`src/rtl/cache_pkg.sv`:
```
// cache_pkg -- shared types and sizing helpers for the cache data-line storage.
//   fill_state_t   : refill FSM states (IDLE, FILL)
//   BEAT_BYTES_DEF : default beat width in bytes
//   nbeats()/off_w(): derived geometry helpers used for parameter math
package cache_pkg;

  typedef enum logic {
    IDLE = 1'b0,
    FILL = 1'b1
  } fill_state_t;

  localparam int BEAT_BYTES_DEF = 4;

  function automatic int nbeats(input int line_bytes, input int beat_bytes);
    return line_bytes / beat_bytes;
  endfunction

  function automatic int off_w(input int line_bytes);
    return $clog2(line_bytes);
  endfunction

endpackage

```
`src/rtl/byte_lane_reg.sv`:
```
// byte_lane_reg -- one data byte of a cache line.
//   i_clk   : clock
//   i_rst_n : async active-low reset, clears the byte to 0x00
//   i_we    : load i_d on the rising edge
//   i_d     : next byte value
//   o_q     : stored byte
module byte_lane_reg (
  input  logic       i_clk,
  input  logic       i_rst_n,
  input  logic       i_we,
  input  logic [7:0] i_d,
  output logic [7:0] o_q
);

  logic [7:0] r_q;

  always_ff @(posedge i_clk or negedge i_rst_n) begin
    if (!i_rst_n)  r_q <= 8'h00;
    else if (i_we) r_q <= i_d;
  end

  assign o_q = r_q;

endmodule

```
`src/rtl/cache_line_buffer.sv`:
```
// cache_line_buffer -- storage for one cache data line.
//   i_clk, i_reset (async, active-low)
//   Refill : i_fill_start/i_fill_offset start a wrapping burst at the critical
//            beat; i_fill_valid/i_fill_data with o_fill_ready handshake;
//            o_fill_done pulses once after the last beat.
//   CPU    : i_wr_en/i_wr_offset/i_wr_be/i_wr_data byte-masked beat write (IDLE only)
//   Read   : i_rd_offset -> o_rd_data, one-cycle registered, read-before-write
//   Status : i_invalidate clears o_line_valid and aborts a refill;
//            o_busy high while filling.
module cache_line_buffer
  import cache_pkg::*;
#(
  parameter  int LINE_BYTES = 16,
  parameter  int BEAT_BYTES = BEAT_BYTES_DEF,
  localparam int NBEATS     = nbeats(LINE_BYTES, BEAT_BYTES),
  localparam int OFF_W      = off_w(LINE_BYTES),
  localparam int BW         = 8 * BEAT_BYTES
) (
  input  logic                  i_clk,
  input  logic                  i_reset,
  input  logic                  i_fill_start,
  input  logic [OFF_W-1:0]      i_fill_offset,
  input  logic                  i_fill_valid,
  input  logic [BW-1:0]         i_fill_data,
  output logic                  o_fill_ready,
  output logic                  o_fill_done,
  input  logic                  i_wr_en,
  input  logic [OFF_W-1:0]      i_wr_offset,
  input  logic [BEAT_BYTES-1:0] i_wr_be,
  input  logic [BW-1:0]         i_wr_data,
  input  logic [OFF_W-1:0]      i_rd_offset,
  output logic [BW-1:0]         o_rd_data,
  input  logic                  i_invalidate,
  output logic                  o_line_valid,
  output logic                  o_busy
);

  localparam int BOFF  = $clog2(BEAT_BYTES);
  localparam int IDX_W = (NBEATS > 1) ? $clog2(NBEATS) : 1;

  typedef logic [IDX_W-1:0] idx_t;

  fill_state_t r_state;
  idx_t        r_idx;        // beat the next fill beat lands in
  idx_t        r_cnt;        // beats accepted so far in this refill
  logic        r_line_valid;
  logic        r_fill_done;
  logic [BW-1:0] r_rd_data;

  logic w_fill, w_start, w_accept, w_last, w_cpu_wr;
  idx_t w_fill_idx, w_wr_idx, w_rd_idx, w_idx_nxt;

  logic [LINE_BYTES-1:0][7:0] w_bytes;
  logic [NBEATS-1:0][BW-1:0]  w_beats;

  assign w_fill     = (r_state == FILL);
  // invalidate outranks a new refill request
  assign w_start    = !w_fill && i_fill_start && !i_invalidate;
  // a beat arriving with invalidate is discarded
  assign w_accept   = w_fill && i_fill_valid && !i_invalidate;
  assign w_last     = (r_cnt == idx_t'(NBEATS - 1));
  // CPU writes only land in IDLE, and lose to a refill starting that cycle
  assign w_cpu_wr   = !w_fill && i_wr_en && !w_start;

  assign w_fill_idx = idx_t'(i_fill_offset >> BOFF);
  assign w_wr_idx   = idx_t'(i_wr_offset >> BOFF);
  assign w_rd_idx   = idx_t'(i_rd_offset >> BOFF);
  assign w_idx_nxt  = (r_idx == idx_t'(NBEATS - 1)) ? '0 : r_idx + 1'b1;

  always_ff @(posedge i_clk or negedge i_reset) begin
    if (!i_reset) begin
      r_state      <= IDLE;
      r_idx        <= '0;
      r_cnt        <= '0;
      r_line_valid <= 1'b0;
      r_fill_done  <= 1'b0;
    end else begin
      r_fill_done <= 1'b0;
      if (i_invalidate) begin
        r_line_valid <= 1'b0;
        r_state      <= IDLE;
      end else begin
        case (r_state)
          IDLE: if (i_fill_start) begin
            r_idx        <= w_fill_idx;
            r_cnt        <= '0;
            r_line_valid <= 1'b0;
            r_state      <= FILL;
          end
          FILL: if (i_fill_valid) begin
            r_idx <= w_idx_nxt;
            r_cnt <= r_cnt + 1'b1;
            if (w_last) begin
              r_state      <= IDLE;
              r_line_valid <= 1'b1;
              r_fill_done  <= 1'b1;
            end
          end
          default: r_state <= IDLE;
        endcase
      end
    end
  end

  for (genvar b = 0; b < LINE_BYTES; b++) begin : g_byte
    localparam int BEAT = b / BEAT_BYTES;
    localparam int LANE = b % BEAT_BYTES;
    logic       w_we;
    logic [7:0] w_d;

    assign w_we = (w_accept && (r_idx == idx_t'(BEAT))) ||
                  (w_cpu_wr && (w_wr_idx == idx_t'(BEAT)) && i_wr_be[LANE]);
    // fill and CPU writes are mutually exclusive by state
    assign w_d  = w_fill ? i_fill_data[8*LANE +: 8] : i_wr_data[8*LANE +: 8];

    byte_lane_reg u_lane (
      .i_clk   (i_clk),
      .i_rst_n (i_reset),
      .i_we    (w_we),
      .i_d     (w_d),
      .o_q     (w_bytes[b])
    );
  end

  // byte b of the flat line is lane (b % BEAT_BYTES) of beat (b / BEAT_BYTES)
  assign w_beats = w_bytes;

  always_ff @(posedge i_clk or negedge i_reset) begin
    if (!i_reset) r_rd_data <= '0;
    else          r_rd_data <= w_beats[w_rd_idx];
  end

  assign o_fill_ready = w_fill;
  assign o_busy       = w_fill;
  assign o_fill_done  = r_fill_done;
  assign o_line_valid = r_line_valid;
  assign o_rd_data    = r_rd_data;

endmodule

```
`config.mk`:
```
export PLATFORM = sky130hd
export DESIGN_NAME = cache_line_buffer
export DESIGN_NICKNAME = d
export VERILOG_FILES = /design/src/rtl/cache_pkg.sv /design/src/rtl/byte_lane_reg.sv /design/src/rtl/cache_line_buffer.sv
export SDC_FILE = /design/constraint.sdc
export NUM_CORES = 1
export LEC_CHECK = 0
export BUFFER_PORTS_ARGS = -buffer_cell sky130_fd_sc_hd__buf_2
export CAP_MARGIN = 25
export CORE_MARGIN = 2
export CORE_UTILIZATION = 60
export DETAILED_ROUTE_END_ITERATION = 7
export PLACE_DENSITY = 0.87
export SYNTH_ARGS = -nofsm -noshare
export SYNTH_HDL_FRONTEND = slang
export SYNTH_SLANG_ARGS = --single-unit
```
`constraint.sdc`:
```
create_clock -name i_clk -period 5.1 [get_ports i_clk]
set_input_delay 0.765 -clock i_clk [delete_from_list [all_inputs] [get_ports i_clk]]
set_output_delay 0.765 -clock i_clk [all_outputs]
set_load 0.01 [all_outputs]
```
==> results of run 1 <==
==> critical path: stages (launching register included) <==
cell	delay [ns]
dfrtp_2	0.64
buf_16	0.28
nor3b_4	0.35
buf_8	0.24
a32o_1	0.47
mux2_2	0.40
==> routing by layer <==
layer,vias up,GRT usage [%]
met4,2,8.49
li1,1867,-
met1,2207,31.7
met3,22,6.12
met2,100,38.3
met5,-,0
==> final timing paths <==
check	from	endpoint	slack (ns)	depth (start not counted)
worst max-delay path	o_busy	g_byte[3].u_lane.o_q[2]	2.60	5
worst min-delay path	i_reset	r_cnt[0]	0.30	1
worst max register to register	o_busy	g_byte[3].u_lane.o_q[2]	2.60	5
worst min register to register	g_byte[10].u_lane.o_q[4]	g_byte[10].u_lane.o_q[4]	0.50	1
max in group asynchronous	i_reset	g_byte[6].u_lane.o_q[6]	3.65	2
min in group i_clk	g_byte[10].u_lane.o_q[4]	g_byte[10].u_lane.o_q[4]	0.50	1
==> sequential cells by signal, summed over array words and instances (netlist names) <==
register / flops
o_rd_data: 32
r_cnt: 2
r_idx: 2
o_busy: 1
g_byte.u_lane.o_q: 128
o_line_valid: 1
o_fill_done: 1
==> power by group <==
part           internal (mW)  switching [mW]  total, mW
combinational          0.694           0.388       1.08
clock                  0.770           0.488       1.26
sequential              1.88           0.265       2.14
==> placed cells by master (no fill, tap or decap), types with 3 or more instances in the layout <==
master       n
a21oi_1      3
a31oi_4     12
a32o_1       4
and2_4       3
buf_2      114
buf_4        4
clkbuf_1     3
clkbuf_16   17
clkbuf_8     4
clkinv_2     4
dfrtp_1    166
ha_1         5
mux2_2     132
mux2_4      28
mux2i_1      4
mux4_2      32
nor2_1       6
nor2b_1      3
==> layout make-up <==
class	instances	area (sq um)	share of cell area, %
diodes	2	5.00	0.0565
inverters	2	7.51	0.0848
flip-flops and latches	167	4180	47.2
well taps	168	210	2.37
multi-input cells	245	3210	36.2
repair buffers	121	654	7.39
clock inverters	8	95.1	1.07
clock buffers	24	492	5.56
==> stage by stage <==
| step | power [mW] | setup slack [ns] |
|---|---|---|
| detailed placement | 3.24 | 2.00 |
| global placement | 3.14 | 2.03 |
| global route | 4.72 | 2.46 |
| finish | 4.48 | 2.60 |
| CTS | 4.52 | 2.06 |
| floorplan | 2.87 | 2.93 |
==> kinds of logic after synthesis <==
family | after synthesis | synth area share (%)
AO/OA/AOI/OAI | 24 | 4.57
multiplexers | 196 | 35.3
flip-flops | 167 | 55.4
adder cells (fa/ha/maj) | 5 | 0.829
AND/OR/NAND/NOR | 20 | 1.74
buffers and inverters | 27 | 2.15
==> flow_metrics.tcl, run 1 <==
set metrics [dict create \
    synth_fp_nets 530 \
    syn_area_sq_mm 0.00755 \
    drc_errors 0 \
    maxCapViolations 0 \
    instances_no_fill 737 \
    clock_path_buffers 2 \
    firstDrtPassIters 4 \
    cts_sinks 167 \
    final.min_clock_period_ns 2.50 \
    clkTransAtPathRegs_ns 0.06 \
    grt_start_max_net_pins 63 \
    grt_first_pass_wirelength_mm 23.6 \
    num_vias 4198 \
    die_h_microns 116 \
    numPortBuffers 115 \
    gr-total-overflow 0 \
    holdBufCountCts 0 \
    yosysMostFrequentCell "dfrtp_1" \
    insertion_delay_ns 0.42 \
    worstPathMaxFanout 23 \
    dieWidth_microns 116 \
    clock_skew_ns 0.00580 \
    area_growth_pct 17.3 \
    dieArea_sq_mm 0.0135 \
    max_slew_margin_pct 39.0 \
    ctsResizeCount 0 \
    m1WireLength_mm 6.19 \
    nNetsFinal 645 \
    tightest_slew_ns 0.915 \
    cts-root-buf "clkbuf_16" \
    drt-total-wl_mm 14.5 \
    wl_met3_microns 593 \
    cts_inserted_buffers 17 \
    fillers 779 \
    vdd_drop_max_uv 356 \
    dp_cells 701 \
    slew_violations 0 \
    cts_tree "yes" \
    finalCritPeriodShare_pct 49.0 \
    initial_core_util_pct 62.1 \
    setup_violations 0 \
    ys_types 31 \
    async_flop_share_pct 100 \
    critPathArrivalTime_ns 2.80 \
    grt.total_usage_pct 23.7 \
    status "complete, no violations" \
    core_region_area_sq_mm 0.0122 \
    synth-warning-count 0 \
    highest_layer "met5" \
    antenna_left 0 \
    pin_count 122 \
    rsz0062_at_grt "no" \
    min_path_type "in -> async" \
    p_per_area_mw_per_mm2 507 \
    ys_seq_area_share_pct 55.4 \
    fmaxAchievable_mhz 400 \
    grt_pass1_vias 4505 \
    finish.instance_area_sq_mm 0.00885 \
    wire_per_inst_microns 19.6 \
    synthTopCellsByCount "dfrtp_1, mux2_2, mux4_2" \
    postCtsSetupRepairBufs 0 \
    ys.flop_type "dfrtp_1" \
    final.setup.tns_ns 0 \
    drive_above_1_share_pct 63.5 \
    synth_area_leaders "dfrtp_1, mux2_2, mux4_2" \
    critPathLaunchType "register" \
    antenna_found_initial 2 \
    syn_inst 439 \
    finish.utilization_pct 72.8 \
    dr_wl_met2_mm 7.44 \
    holdWs_ns 0.301 \
    hpwl_mm 9.40 \
    synth.largest_area_cell "dfrtp_1" \
    h-tree-depth 4 \
    viasPerCell 5.70 \
    criticalPathCategory "reg -> reg" \
    synth-seq-cells 167 \
    drtIter0Drc 223 \
    worstSetupEndpointType "register" \
    cellLeakagePower_nw 4.03 \
    yosysTopAreaCellShare_pct 55.4 \
    place_area_sq_mm 0.00822 \
    critPathRequiredTime_ns 5.40 \
    synth-edff-count 0 \
    avgSynthCellArea_sq_um 17.2 \
    num_rows 40 \
    finalHoldViolations 0 \
    finalWeightedCongestion 0.738 \
]
(Power assumes the default switching activity.)
==> inputs of run 2 (changes only) <==
Settings changed: ABC_AREA set to 1, CORE_UTILIZATION 60 to 57, PLACE_DENSITY 0.87 to 0.83.
Clock period 5.1 ns to 2.56 ns, I/O delays scaled along.
==> flow_metrics.tcl, run 2 <==
set metrics [dict create \
    status "complete, no violations" \
    crit_top_cell "buf_4" \
    h-tree-depth 4 \
    largest_reg_flops 128 \
    worstSetupEndpointType "register" \
    insertion_delay_ns 0.43 \
    ys_types 24 \
    synth.largest_area_cell "dfrtp_1" \
    hpwl_mm 12.8 \
    antenna_left 0 \
    grt_start_max_net_pins 65 \
    yosysMostFrequentCell "nand2_1" \
    synth-edff-count 0 \
    final_common_cell "nand2_1" \
    syn_inst 936 \
    tightest_slew_ns 0.694 \
    slew_violations 0 \
    critPathSlowestCell "nand2_2" \
    criticalPathCategory "reg -> reg" \
    yosysTopAreaCellShare_pct 54.5 \
    avgSynthCellArea_sq_um 8.19 \
    numPortBuffers 115 \
    synth_area_leaders "dfrtp_1, nand2_1, nand3_1" \
    synth-seq-cells 167 \
    drtIter0Drc 757 \
    power.internal_mw 5.95 \
    pin_count 122 \
    synthTopCellsByCount "nand2_1, dfrtp_1, nand3_1" \
    finalHoldViolations 0 \
    async_flop_share_pct 100 \
    dieArea_sq_mm 0.0144 \
    dieWidth_microns 120 \
    die_h_microns 120 \
    syn_area_sq_mm 0.00767 \
    antenna_found_initial 3 \
    area_growth_pct 19.0 \
    cts-root-buf "clkbuf_16" \
    pwr-share-clk_pct 33.1 \
    ys_seq_area_share_pct 54.5 \
    maxCapViolations 0 \
    grt_pass1_vias 7053 \
    num_rows 42 \
    critical_path_buf_inv_count 3 \
    ctsResizeCount 0 \
    grt_first_pass_wirelength_mm 34.4 \
    cellLeakagePower_nw 4.91 \
    p_per_area_mw_per_mm2 914 \
    cts_inserted_buffers 17 \
    synth_fp_nets 1027 \
    drive_above_1_share_pct 18.7 \
    sequentialPowerShare_pct 46.7 \
    power_switching_mw 2.39 \
    fillers 1030 \
    p_total_mw 8.34 \
    cts_tree "yes" \
    layout_common_cells "nand2_1, dfrtp_1, nand3_1, buf_2, nor2_1" \
    path_depth 7 \
    drt-total-wl_mm 20.7 \
    max_slew_margin_pct 53.5 \
    final.min_clock_period_ns 2.02 \
    comb_power_share_pct 20.2 \
    clock_path_buffers 2 \
    cp_cell_sequence "buf_4 > inv_1 > nor3_4 > nand2_2 > buf_4 > nand3_1 > nand2_1" \
    reg2reg_depth 7 \
    synth-warning-count 0 \
    critPathArrivalTime_ns 2.34 \
    firstDrtPassIters 5 \
    clock_skew_ns 0.00712 \
    gr-total-overflow 0 \
    min_delay_path_depth 2 \
    min_path_type "in -> reg" \
    finalWeightedCongestion 0.823 \
    core_region_area_sq_mm 0.0132 \
    wire_per_inst_microns 16.7 \
    critPathLaunchType "register" \
    nNetsFinal 1139 \
    final.setup.tns_ns 0 \
    vdd_drop_max_uv 540 \
    viasPerCell 5.72 \
    setup_violations 0 \
    finalCritPeriodShare_pct 79.0 \
    worst_path_largest_cell_delay_ns 0.42 \
    num_vias 7092 \
    cts_sinks 167 \
    critPathRequiredTime_ns 2.88 \
    fmaxAchievable_mhz 494 \
    ys.flop_type "dfrtp_1" \
    initial_core_util_pct 58.1 \
    worstPathMaxFanout 23 \
    crit_family "simple AND/OR/NAND/NOR gates" \
    switching_share_pct 28.7 \
    rsz0062_at_grt "no" \
    drc_errors 0 \
    grt.total_usage_pct 30.8 \
    clkTransAtPathRegs_ns 0.06 \
]
==> run 2: cell types whose count changed in the layout (fill, tap and decap cells not counted), sizes merged, moves of 10 or more <==
cell	before	now
buf	121	134
nand3	1	128
a31oi	13	1
nor2	6	72
nand2	1	387
nand4	0	16
o21ai	1	68
o22ai	0	32
inv	2	12
mux4	32	0
mux2	160	0
==> run 2: cells by family after synthesis <==
kind of cell             Yosys count  share of synthesized area (%)
AO/OA/AOI/OAI                    104                           7.39
buffers and inverters             55                           3.02
AND/OR/NAND/NOR                  605                           34.3
flip-flops                       167                           54.5
adder cells (fa/ha/maj)            5                          0.816
==> run 2: area by class of cell <==
type | count | area (sq um) | area share (%)
multi-input combinational | 714 | 3260 | 35.7
inverter | 13 | 48.8 | 0.535
antenna | 3 | 7.51 | 0.0823
tap | 176 | 220 | 2.41
timing repair buffer | 135 | 772 | 8.46
sequential | 167 | 4180 | 45.8
clock buffer | 23 | 498 | 5.46
clock inverter | 8 | 143 | 1.56
==> run 2: final timing paths <==
path / start / endpoint / slack [ns]
setup / recovery: o_busy / g_byte[11].u_lane.o_q[1] / 0.54
hold / removal: i_fill_start / o_line_valid / 0.17
setup reg to reg: o_busy / g_byte[11].u_lane.o_q[1] / 0.54
hold reg to reg: g_byte[5].u_lane.o_q[1] / g_byte[5].u_lane.o_q[1] / 0.50
max in group asynchronous: i_reset / g_byte[14].u_lane.o_q[3] / 1.34
min in group asynchronous: i_reset / o_rd_data[30] / 0.49
==> run 2: stage by stage <==
step / worst slack (ns) / utilization, % / instances / hold slack (ns) / area (sq um)
after global routing: 0.408 / 69.1 / 1237 / 0.176 / 9120
final: 0.536 / 69.2 / 1239 / 0.172 / 9130
after floorplan: 1.06 / - / 936 / 0.0884 / 7670
after global placement: 0.597 / 64.2 / 1204 / 0.401 / 8470
after detailed placement: 0.557 / 64.2 / 1204 / 0.399 / 8470
after CTS: 0.536 / 69.1 / 1236 / 0.154 / 9120
==> run 2: metal layers <==
metal | vias up | part of all wire (%) | global-route usage (%) | routed length, microns
li1 | 3327 | - | - | -
met1 | 3350 | 40 | 40.8 | 8340
met2 | 364 | 48 | 48.6 | 10000
met3 | 51 | 8.8 | 6.94 | 1820
met4 | 0 | 2.5 | 13.9 | 525
met5 | - | 0 | 0 | 0
==> run 2: timing repair <==
action / in CTS / in global routing
endpoints found under the hold margin: 57 / 0
hold buffers: 1 / 0
setup buffers: 0 / 0
==> run 2: worst register-to-register path: cells and delay by family, from the launching register on <==
kind          cells  cell delay (ns)
simple gates      4             0.88
flops             1             0.32
buf+inv           3             0.71
==> run 2: power groups by stage <==
stage	registers, mW	clock network [mW]	logic [mW]
2_1_floorplan	3.88	0	1.10
3_3_place_gp	3.89	0	1.59
3_5_place_dp	3.90	0	1.67
4_1_cts	3.88	2.78	1.70
5_1_grt	3.98	2.91	1.93
6_report	3.90	2.76	1.69
